**src/rtl/aww_types_pkg.sv**
```systemverilog
// Shared types for the hazard control slice: the controller state
// encoding and the register-index type used by hazard comparisons.
package aww_types_pkg;

  localparam int REG_W_DEF = 5;

  typedef enum logic [1:0] {
    RUN     = 2'd0,
    MEMWAIT = 2'd1,
    HALT    = 2'd2
  } hazard_state_t;

  typedef logic [REG_W_DEF-1:0] regbits_t;

endpackage

```
**src/rtl/hazard_perf_cnt.sv**
```systemverilog
// Saturating performance counters for the hazard controller: memory/fetch
// stall cycles, IF/ID flush cycles and load-use bubbles. Counting freezes
// once the processor is halted. Only built when HAZARD_PERF_EN is defined.
module hazard_perf_cnt #(
  parameter int CNT_W = 32
) (
  input  logic             CLK,
  input  logic             nRST,
  input  logic             halted,
  input  logic             stall_ev,
  input  logic             flush_ev,
  input  logic             bubble_ev,
  output logic [CNT_W-1:0] stall_cnt,
  output logic [CNT_W-1:0] flush_cnt,
  output logic [CNT_W-1:0] bubble_cnt
);

  localparam logic [CNT_W-1:0] CNT_MAX = '1;
  localparam logic [CNT_W-1:0] CNT_ONE = CNT_W'(1);

  // Each counter steps on its event, sticks at all-ones, and holds in HALT.
  always_ff @(posedge CLK or negedge nRST) begin
    if (!nRST) begin
      stall_cnt  <= '0;
      flush_cnt  <= '0;
      bubble_cnt <= '0;
    end else if (!halted) begin
      if (stall_ev && stall_cnt != CNT_MAX)
        stall_cnt <= stall_cnt + CNT_ONE;
      if (flush_ev && flush_cnt != CNT_MAX)
        flush_cnt <= flush_cnt + CNT_ONE;
      if (bubble_ev && bubble_cnt != CNT_MAX)
        bubble_cnt <= bubble_cnt + CNT_ONE;
    end
  end

endmodule

```
**src/rtl/hazard_ctrl.sv**
```systemverilog
// Pipeline hazard controller: produces the PC/pipeline-register enables,
// IF/ID flush and ID/EX bubble select from load-use, branch, jump, cache
// miss and halt conditions. A branch resolved while the pipeline is frozen
// is remembered in flush_pend and applied on the first advancing cycle.
// All control outputs are combinational from state and inputs.
// Optional macro HAZARD_PERF_EN adds saturating stall/flush/bubble counters.
//
// Handshake note: the pipeline advances on a cycle exactly when
// advance=1, i.e. the pending memory access (data if EX/MEM holds a
// load/store, otherwise instruction fetch) reports a hit that cycle.
module hazard_ctrl
  import aww_types_pkg::*;
#(
  parameter int REG_W = 5,
  parameter int CNT_W = 32
) (
  input  logic             CLK,
  input  logic             nRST,
  input  logic             ihit,
  input  logic             dhit,
  input  logic             exmem_dmemREN,
  input  logic             exmem_dmemWEN,
  input  logic             idex_memread,
  input  logic [REG_W-1:0] idex_rd,
  input  logic [REG_W-1:0] ifid_rs,
  input  logic [REG_W-1:0] ifid_rt,
  input  logic             exmem_br_taken,
  input  logic             id_jump,
  input  logic             memwb_halt,
  output logic             pc_WEN,
  output logic             WEN,
  output logic             ifid_WEN,
  output logic             ifid_FLUSH,
  output logic             idex_BUBBLE,
  output logic             halted,
  output logic [1:0]       state_dbg
`ifdef HAZARD_PERF_EN
  ,
  output logic [CNT_W-1:0] stall_cnt,
  output logic [CNT_W-1:0] flush_cnt,
  output logic [CNT_W-1:0] bubble_cnt
`endif
);

  hazard_state_t state, state_n;
  logic          flush_pend, flush_pend_n;
  logic          dreq, advance, luse, brflush;

  // Hazard terms; nRST gates advance so every output is 0 during reset.
  always_comb begin
    dreq    = exmem_dmemREN | exmem_dmemWEN;
    advance = nRST & (state != HALT) & (dreq ? dhit : ihit);
    luse    = idex_memread & (idex_rd != '0) &
              ((idex_rd == ifid_rs) | (idex_rd == ifid_rt));
    brflush = exmem_br_taken | flush_pend;
  end

  // State and pending-flush registers.
  always_ff @(posedge CLK or negedge nRST) begin
    if (!nRST) begin
      state      <= RUN;
      flush_pend <= 1'b0;
    end else begin
      state      <= state_n;
      flush_pend <= flush_pend_n;
    end
  end

  // Next state: halt overrides everything and drops any pending flush.
  always_comb begin
    state_n      = state;
    flush_pend_n = flush_pend;
    if (memwb_halt) begin
      state_n      = HALT;
      flush_pend_n = 1'b0;
    end else begin
      case (state)
        RUN:     if (dreq && !dhit) state_n = MEMWAIT;
        MEMWAIT: if (dhit) state_n = RUN;
        default: state_n = HALT;
      endcase
      if (state == HALT)
        flush_pend_n = 1'b0;
      else if (advance)
        flush_pend_n = 1'b0;
      else if (exmem_br_taken)
        flush_pend_n = 1'b1;
    end
  end

  // Output priority: branch flush, then load-use bubble, then jump flush.
  always_comb begin
    WEN         = advance;
    pc_WEN      = advance & ~luse;
    ifid_WEN    = 1'b0;
    ifid_FLUSH  = 1'b0;
    idex_BUBBLE = 1'b0;
    if (advance) begin
      if (brflush) begin
        ifid_FLUSH  = 1'b1;
        idex_BUBBLE = 1'b1;
        pc_WEN      = 1'b1;
      end else if (luse) begin
        idex_BUBBLE = 1'b1;
      end else if (id_jump) begin
        ifid_FLUSH  = 1'b1;
      end else begin
        ifid_WEN    = 1'b1;
      end
    end
  end

  assign halted    = (state == HALT);
  assign state_dbg = state;

`ifdef HAZARD_PERF_EN
  hazard_perf_cnt #(.CNT_W(CNT_W)) u_perf (
    .CLK        (CLK),
    .nRST       (nRST),
    .halted     (halted),
    .stall_ev   (~halted & ~advance),
    .flush_ev   (ifid_FLUSH),
    .bubble_ev  (advance & ~brflush & luse),
    .stall_cnt  (stall_cnt),
    .flush_cnt  (flush_cnt),
    .bubble_cnt (bubble_cnt)
  );
`endif

endmodule

```
**config.mk**
```make
export PLATFORM = sky130hd
export DESIGN_NAME = hazard_ctrl
export DESIGN_NICKNAME = d
export VERILOG_FILES = /design/src/rtl/aww_types_pkg.sv /design/src/rtl/hazard_perf_cnt.sv /design/src/rtl/hazard_ctrl.sv
export SDC_FILE = /design/constraint.sdc
export NUM_CORES = 1
export LEC_CHECK = 0
export CAP_MARGIN = 25
export CORE_AREA = 2 2 39 41
export CTS_CLUSTER_SIZE = 8
export DETAILED_ROUTE_END_ITERATION = 16
export DIE_AREA = 0 0 41 43
export PLACE_DENSITY = 0.71
export SLEW_MARGIN = 20
export SYNTH_ARGS = -nofsm -noshare
export SYNTH_HDL_FRONTEND = slang
export SYNTH_SLANG_ARGS = --single-unit
```
**constraint.sdc**
```tcl
create_clock -name CLK -period 2.16 [get_ports CLK]
set_input_delay 0.432 -clock CLK [delete_from_list [all_inputs] [get_ports CLK]]
set_output_delay 0.432 -clock CLK [all_outputs]
set_load 0.02 [all_outputs]
```
# After elaboration in Yosys (flattened, before gate mapping)
# Cells that the tools add are included.
[op_classes]
n_addsub = 0
mul = 0
n_div = 0
order_cmp = 0
eq_ne = 7
shift = 0
n_mux = 22
bitwise = 9
n_reduce_logical = 6
[op_table]
columns = ["cell", "count"]
rows = [
  ["$mux 1", 18],
  ["$eq 5x5->1", 2],
  ["$mux 2", 3],
  ["$ne 3x3->1 const B", 2],
  ["$and 1x1->1", 5],
  ["$reduce_bool 5->1", 1],
  ["$pmux 2 s2", 1],
  ["$reduce_bool 4->1", 1],
  ["$or 1x1->1", 3],
  ["$eq 2x1->1 const B", 1],
  ["$eq 2x2->1 const B", 1],
  ["$logic_not 2->1", 1],
  ["$ne 2x2->1 const B", 1],
  ["$reduce_and 2->1", 1],
  ["$logic_and 1x1->1", 1],
  ["$logic_not 1->1", 1],
  ["$not 1->1", 1],
]
[word_totals]
ff_bits = 3
latchBits = 0
mem_bits_rw = 0
romBits = 0
in_bits = 25
out_inout_bits = 8
wordCells = 46
memories = 0

# Logic depth before layout (Yosys ltp)
# Gate-level depths: netlist of run 1.
[logic_depth]
word_depth = 7
ltp_mapped = 5
mapped_depth_nobuf = 5

# Worst setup path after synthesis of run 1
# Ideal clock, no wire load.
[synth_path]
path_kind = "in2out"
startpoint = "in idex_rd[1]"
endpoint = "out ifid_FLUSH"
arrival_time_ns = 1.649
required_ns = 1.728
slack_ns = 0.079
path_stages = 4
path_buffers = 0
path_cell_list = "or4_1 o21a_1 and2_4 a21oi_1"
[synth_via]
elab_chain_cells = 6
elab_cells_between_ends = 9
cone_classes = "eq/ne: 2; mux: 3; bitwise: 3; reduce/logical: 1"
[synth_rtl]
columns = ["element", "line", "rtl"]
rows = [
  ["start, declared", "hazard_ctrl.sv:24", "input logic [REG_W-1:0] idex_rd,"],
  ["$eq 5x5->1 / $reduce_bool 5->1 (equally long branches)", "hazard_ctrl.sv:54, hazard_ctrl.sv:53", ""],
  ["$or 1x1->1 / $and 1x1->1 (equally long branches)", "hazard_ctrl.sv:54, hazard_ctrl.sv:53", ""],
  ["$and 1x1->1 *", "hazard_ctrl.sv:53", "luse = idex_memread & (idex_rd != '0) &"],
  ["$mux 1 *", "hazard_ctrl.sv:103", "end else if (luse) begin"],
  ["$mux 1 *", "hazard_ctrl.sv:99", "if (brflush) begin"],
  ["$mux 1 *", "hazard_ctrl.sv:98", "if (advance) begin"],
  ["end, declared", "hazard_ctrl.sv:33", "output logic ifid_FLUSH,"],
]
# Every way passes the cells marked *; elsewhere a longest branch is shown, timed or not.

# Worst setup path after layout of run 1
[layout_path]
startpoint = "in idex_rd[4]"
endpoint = "out ifid_FLUSH"
# The elaborated chain is that of the path after synthesis.

==> impl_metrics.ini, run 1 <==
[die]
die_h_um = 43
dieArea_um2 = 1760
core_um2 = 1380
rows = 14
initial_core_util = 0.231
die_x_um = 41
pin_count = 33

[global_route]
grt_start_max_net_pins = 5
grt-ovfl-total = 0
antenna_found_initial = 0
grt_pass1_vias = 476
grt_pass1_wl_um = 1680
grt_usage = 0.142

[placed_design]
place_ws_ns = -0.846
dpl_cell_area_um2 = 727
port_buffers = 32
gp_congestion = 0.656
dpl.hpwl_um = 882
place_inst = 96

[cells_and_area]
multi_input_area_um2 = 279
drive_above_1_share = 0.384
syn2layout_area_growth_pct = 151
fill_cells = 128
final_area_um2 = 801
finalNonFillerCells = 102
n_antenna_cell = 0
seq_area_um2 = 75.1
layout.nets = 112

[worst_setup_path]
critPathTopFamily = simple AND/OR/NAND/NOR gates
worstPathCellList = buf_6 > or4_4 > o21a_1 > and2_4 > a21oi_2 > buf_6
crit_type = in -> out
path_common_cell = buf_6
path_max_fanout = 3
end_kind = output pin
crit_required_ns = 1.73
cp_slowest_cell = or4_4
start_kind = input pin
worstPathArrival_ns = 1.69
cp_slowest_stage_delay_ns = 0.52
critPathBufInv = 2

[logic_synthesis]
synth_fa_ha_area_frac = 0
ys_types = 21
synth-xor-area-share = 0.275
synthMuxAreaShare = 0
synth_top_family_by_area = simple AND/OR/NAND/NOR gates
synth_edf_count = 0
syn_avg_cell_area_um2 = 8.18
yosys_warnings = 0
syn-num-nets = 64
yosysSeqAreaShare = 0.235
synthesis.area_um2 = 319
yosysMostFrequentCell = xnor2_1
ys_ff_latch = 3
synth_top_flop_cell = dfrtp_1
synth_area_leaders = xnor2_1 (27%), dfrtp_1 (24%), a21oi_1 (4.7%)
yosys.area.top_type_share = 0.275
yosysTopAreaCell = xnor2_1
ys_top_cells_by_count = xnor2_1 (10), a21oi_1 (3), dfrtp_1 (3)
synth_compound_area_frac = 0.188
syn_inst = 39
async_flop_share = 1.00
yosys.area_share.simple = 0.278

[timing]
max_freq_mhz = 471
finClkSkew_ns = 0.00495
setup_slack_ns = 0.0389
post-route-period-util = 0.982
finalHoldViolations = 0
min_period_ns = 2.12
tightest_slew_ns = 0.297
hold_ws_ns = 0.392
slew_viol_final = 0
slew_headroom = 0.801
setup_viol = 0
fin_tns_setup_ns = 0

[clock_tree]
clk_latency_ns = 0.24
htree_levels = 1
holdBufCountCts = 0
path_clk_slew_ns = 0.04
clock-root-buffer = clkbuf_4
tritoncts = done
cts_made_buffers = 3
cts_buffer_depth = 2
cts.sinks = 3

[power]
leakage_uw = 0.000373
pwr-share-clk = 0.398
irDropWorstVdd_mv = 0.189
power.switching_uw = 66.1
power_density_nw_per_um2 = 318
p_seq_frac = 0.222
intPower_uw = 189
swShare = 0.260
p_comb_frac = 0.380

[detailed_routing]
dr_wl_met3_um = 192
drtPass1Iterations = 2
drtIter0Drc = 1
drc = 0
dr.max_layer_used = met3
viasPerCell = 4.47
m1WireLength_um = 388
met2RoutedLength_um = 574
avgRoutedWirePerCell_um = 11.3
ant_nets = 0
via_count = 456
finalWirelength_um = 1160

[outcome]
status = finished, final reports clean

[run]
drv_cap = 0

[worst_hold_path]
hold_class = in -> reg
==> registers in the layout (all words and copies together), names as in the netlist <==
register    cells
flush_pend      1
state_dbg       2
==> cell type report <==
cell class,count,area share
multi-input cells,34,0.348
inverters,2,0.00938
flip-flops and latches,3,0.0938
clock buffers,4,0.0328
well taps,16,0.0250
repair buffers,43,0.491
==> metrics by stage <==
step           utilization  power (uW)
2_1_floorplan            -        84.9
3_3_place_gp         0.525         148
3_5_place_dp         0.525         149
4_1_cts              0.544         253
5_1_grt              0.579         269
6_report             0.579         255
==> cell usage in the layout (no fill, tap or decap) <==
master / n
and2_4: 2
nor3b_2: 1
nand3_1: 2
clkdlybuf4s50_1: 13
clkbuf_4: 3
inv_1: 2
nand2b_1: 1
dfrtp_1: 3
xnor2_1: 10
nor2_1: 1
buf_4: 11
buf_2: 3
dlymetal6s2s_1: 4
a21oi_2: 2
or2_2: 1
clkbuf_2: 1
clkdlybuf4s15_1: 1
nand2_1: 2
o22ai_4: 1
o21a_1: 2
nand3b_1: 1
or4_4: 1
o2bb2ai_2: 1
buf_6: 5
o211ai_1: 1
dlygate4sd2_1: 5
clkbuf_1: 1
o31ai_2: 1
nor4_1: 1
nor3_1: 2
a21oi_1: 1
==> power groups by stage <==
stage	registers (uW)	logic [uW]	clock network, uW
detailed placement	57.2	92.1	0
finish	56.5	96.8	101
CTS	56.5	89.2	107
global route	56.4	105	107
global placement	57.2	90.9	0
floorplan	57.2	27.6	0
==> logic make-up (layout without fill, tap and decap cells) <==
family          after synthesis  count (layout)
compound gates                9               9
xor+xnor                     10              10
flops                         3               3
buf+inv                       2              49
simple gates                 15              15
==> per-layer routing <==
layer,up-vias,GRT usage
li1,233,-
met2,28,0.253
met5,-,0
met3,0,0.0471
met4,0,0.100
met1,195,0.117
==> worst paths after layout <==
path / start / end / slack, ns / cells after the start
max in group asynchronous: nRST / flush_pend$_DFFE_PN0P_ / 1.59 / 2
min in group asynchronous: nRST / state_dbg[1]$_DFFE_PN0P_ / 0.48 / 2
min reg2reg: state_dbg[1]$_DFFE_PN0P_ / state_dbg[1]$_DFFE_PN0P_ / 0.52 / 1
min: dhit / state_dbg[0]$_DFFE_PN0P_ / 0.39 / 2
max reg2reg: state_dbg[0]$_DFFE_PN0P_ / flush_pend$_DFFE_PN0P_ / 0.89 / 5
max: idex_rd[4] / ifid_FLUSH / 0.04 / 6
==> what timing repair did <==
action                     CTS  global route
gates resized for setup     48            15
pin swaps                   10             8
setup endpoints to repair    5             5
cloned                       0             0
buffers inserted             1             1
Power figures use the tool's default switching activity.
==> inputs of run 2 (changes only) <==
--- a/config.mk
+++ b/config.mk
@@ -6,11 +6,13 @@
 export NUM_CORES = 1
 export LEC_CHECK = 0
 export CAP_MARGIN = 25
-export CORE_AREA = 2 2 39 41
+export CELL_PAD_IN_SITES_DETAIL_PLACEMENT = 0
+export CELL_PAD_IN_SITES_GLOBAL_PLACEMENT = 1
+export CORE_AREA = 2 2 47 49
 export CTS_CLUSTER_SIZE = 8
 export DETAILED_ROUTE_END_ITERATION = 16
-export DIE_AREA = 0 0 41 43
-export PLACE_DENSITY = 0.71
+export DIE_AREA = 0 0 49 51
+export PLACE_DENSITY = 0.74
 export SLEW_MARGIN = 20
 export SYNTH_ARGS = -nofsm -noshare
 export SYNTH_HDL_FRONTEND = slang
==> run 2 against run 1 <==
  * Sequential share of layout area down 0.58 points
  * Combinational power up 1%
  * Routed wire length up 27%
  * Flip-flop and latch count unchanged
  * Maximum frequency down 0.62%
  * Utilization down 17 points
  * Final area up 6.6%
  * First-iteration DRC count unchanged
  * Via count up 4.4%
  * Worst hold slack better by 0.11 ns
  * Largest cell class unchanged
==> impl_metrics.ini, run 2 (synthesis gave the netlist of run 1 again) <==
[run]
drv_cap = 0

[worst_setup_path]
end_kind = output pin
worstPathCellList = buf_6 > or4_4 > o21a_1 > and2_4 > a21oi_2 > buf_6
path_common_cell = buf_6
start_kind = input pin
crit_required_ns = 1.73
cp_slowest_stage_delay_ns = 0.51
worstPathArrival_ns = 1.70
cp_slowest_cell = or4_4
path_max_fanout = 3
reg2regPathDepth = 5
crit_type = in -> out

[placed_design]
place_ws_ns = -0.834
port_buffers = 32
dpl_cell_area_um2 = 742
gp_congestion = 0.742
dpl.hpwl_um = 1130
place_inst = 108

[clock_tree]
cts.sinks = 3
clock-root-buffer = clkbuf_4
clk_latency_ns = 0.23
cts_made_buffers = 3
path_clk_slew_ns = 0.03
holdBufCountCts = 0
htree_levels = 1
tritoncts = done
cts_buffer_depth = 2

[timing]
min_period_ns = 2.13
finClkSkew_ns = 0.000614
setup_viol = 0
tightest_slew_ns = 0.437
finalHoldViolations = 0
max_freq_mhz = 469
slew_viol_final = 0
slew_headroom = 0.708
setup_slack_ns = 0.0258
post-route-period-util = 0.988
fin_tns_setup_ns = 0
hold_ws_ns = 0.504

[die]
die_x_um = 49
die_h_um = 51
pin_count = 33
rows = 17
core_um2 = 2060
initial_core_util = 0.155
dieArea_um2 = 2500

[power]
pwr-share-clk = 0.382
power_density_nw_per_um2 = 294
p_comb_frac = 0.392
power.switching_uw = 64.4
irDropWorstVdd_mv = 0.165
leakage_uw = 0.000416
swShare = 0.257
p_seq_frac = 0.226
intPower_uw = 186

[detailed_routing]
ant_nets = 0
drc = 0
drtPass1Iterations = 2
finalWirelength_um = 1470
via_count = 476
drtIter0Drc = 1
viasPerCell = 4.18
avgRoutedWirePerCell_um = 12.9

[global_route]
grt_usage = 0.117
top_usage_layer = met2
met1_usage = 0.121
globalRouteMet2Util = 0.212
antenna_found_initial = 0
grt-ovfl-total = 0
grt_pass1_wl_um = 2190
grt_start_max_net_pins = 5
grt_pass1_vias = 498
use_met3 = 0.0292

[cells_and_area]
largest_register_ffs = 2
layout.nets = 112
final_cell_mix = buf_4 (11), xnor2_1 (10), dlymetal6s2s_1 (9), clkdlybuf4s50_1 (9), buf_6 (6)
finalNonFillerCells = 114
layout_commonest_cell = buf_4
n_antenna_cell = 0
drive_above_1_share = 0.395
final_area_um2 = 853
syn2layout_area_growth_pct = 167

[outcome]
status = finished, final reports clean

[worst_hold_path]
hold_class = in -> async
[run 2: worst paths after layout]
check	slack (ns)	to	start
setup / recovery	0.03	pc_WEN	idex_rd[4]
hold / removal	0.50	state_dbg[0]$_DFFE_PN0P_	nRST
setup reg to reg	0.94	flush_pend$_DFFE_PN0P_	state_dbg[0]$_DFFE_PN0P_
hold reg to reg	0.53	state_dbg[1]$_DFFE_PN0P_	state_dbg[1]$_DFFE_PN0P_
max in group asynchronous	1.56	flush_pend$_DFFE_PN0P_	nRST
min in group CLK	0.53	state_dbg[1]$_DFFE_PN0P_	state_dbg[1]$_DFFE_PN0P_
[run 2: routing by layer]
metal / vias up / wire [um]
met1: 219 / 561
met3: 0 / 107
li1: 232 / -
met4: 0 / 0
met5: - / 0
met2: 25 / 803
[run 2: power groups by stage]
stage | Clock, uW | Combinational (uW) | Sequential [uW]
final | 95.8 | 98.2 | 56.6
after global routing | 105 | 105 | 56.5
after CTS | 102 | 92.8 | 56.5
after detailed placement | 0 | 93.9 | 57.2
after global placement | 0 | 92.6 | 57.2
after floorplan | 0 | 27.6 | 57.2
[run 2: worst max-delay path, delay by kind of cell]
family                 cells  cell delay (ns)
AO/OA/AOI/OAI              2             0.36
buffers and inverters      2             0.22
AND/OR/NAND/NOR            2             0.68
[run 2: per-stage QoR]
step / util / total power (uW)
final: 0.414 / 251
after floorplan: - / 84.9
after detailed placement: 0.360 / 151
after global routing: 0.414 / 266
after global placement: 0.360 / 150
after CTS: 0.385 / 251
[run 2: cell type report]
type | instances | area, um^2
multi-input combinational | 34 | 292
tap | 28 | 35.0
timing repair buffer | 43 | 418
inverter | 2 | 7.51
sequential | 3 | 75.1
clock buffer | 4 | 26.3
fill | 237 | 1210
[run 2: timing repair]
item | 4_1_cts | 5_1_grt
gates resized for setup | 51 | 19
endpoints found under the setup margin | 5 | 5
hold endpoints to repair | 0 | 0
buffers inserted | 2 | 0
pin swaps | 8 | 15
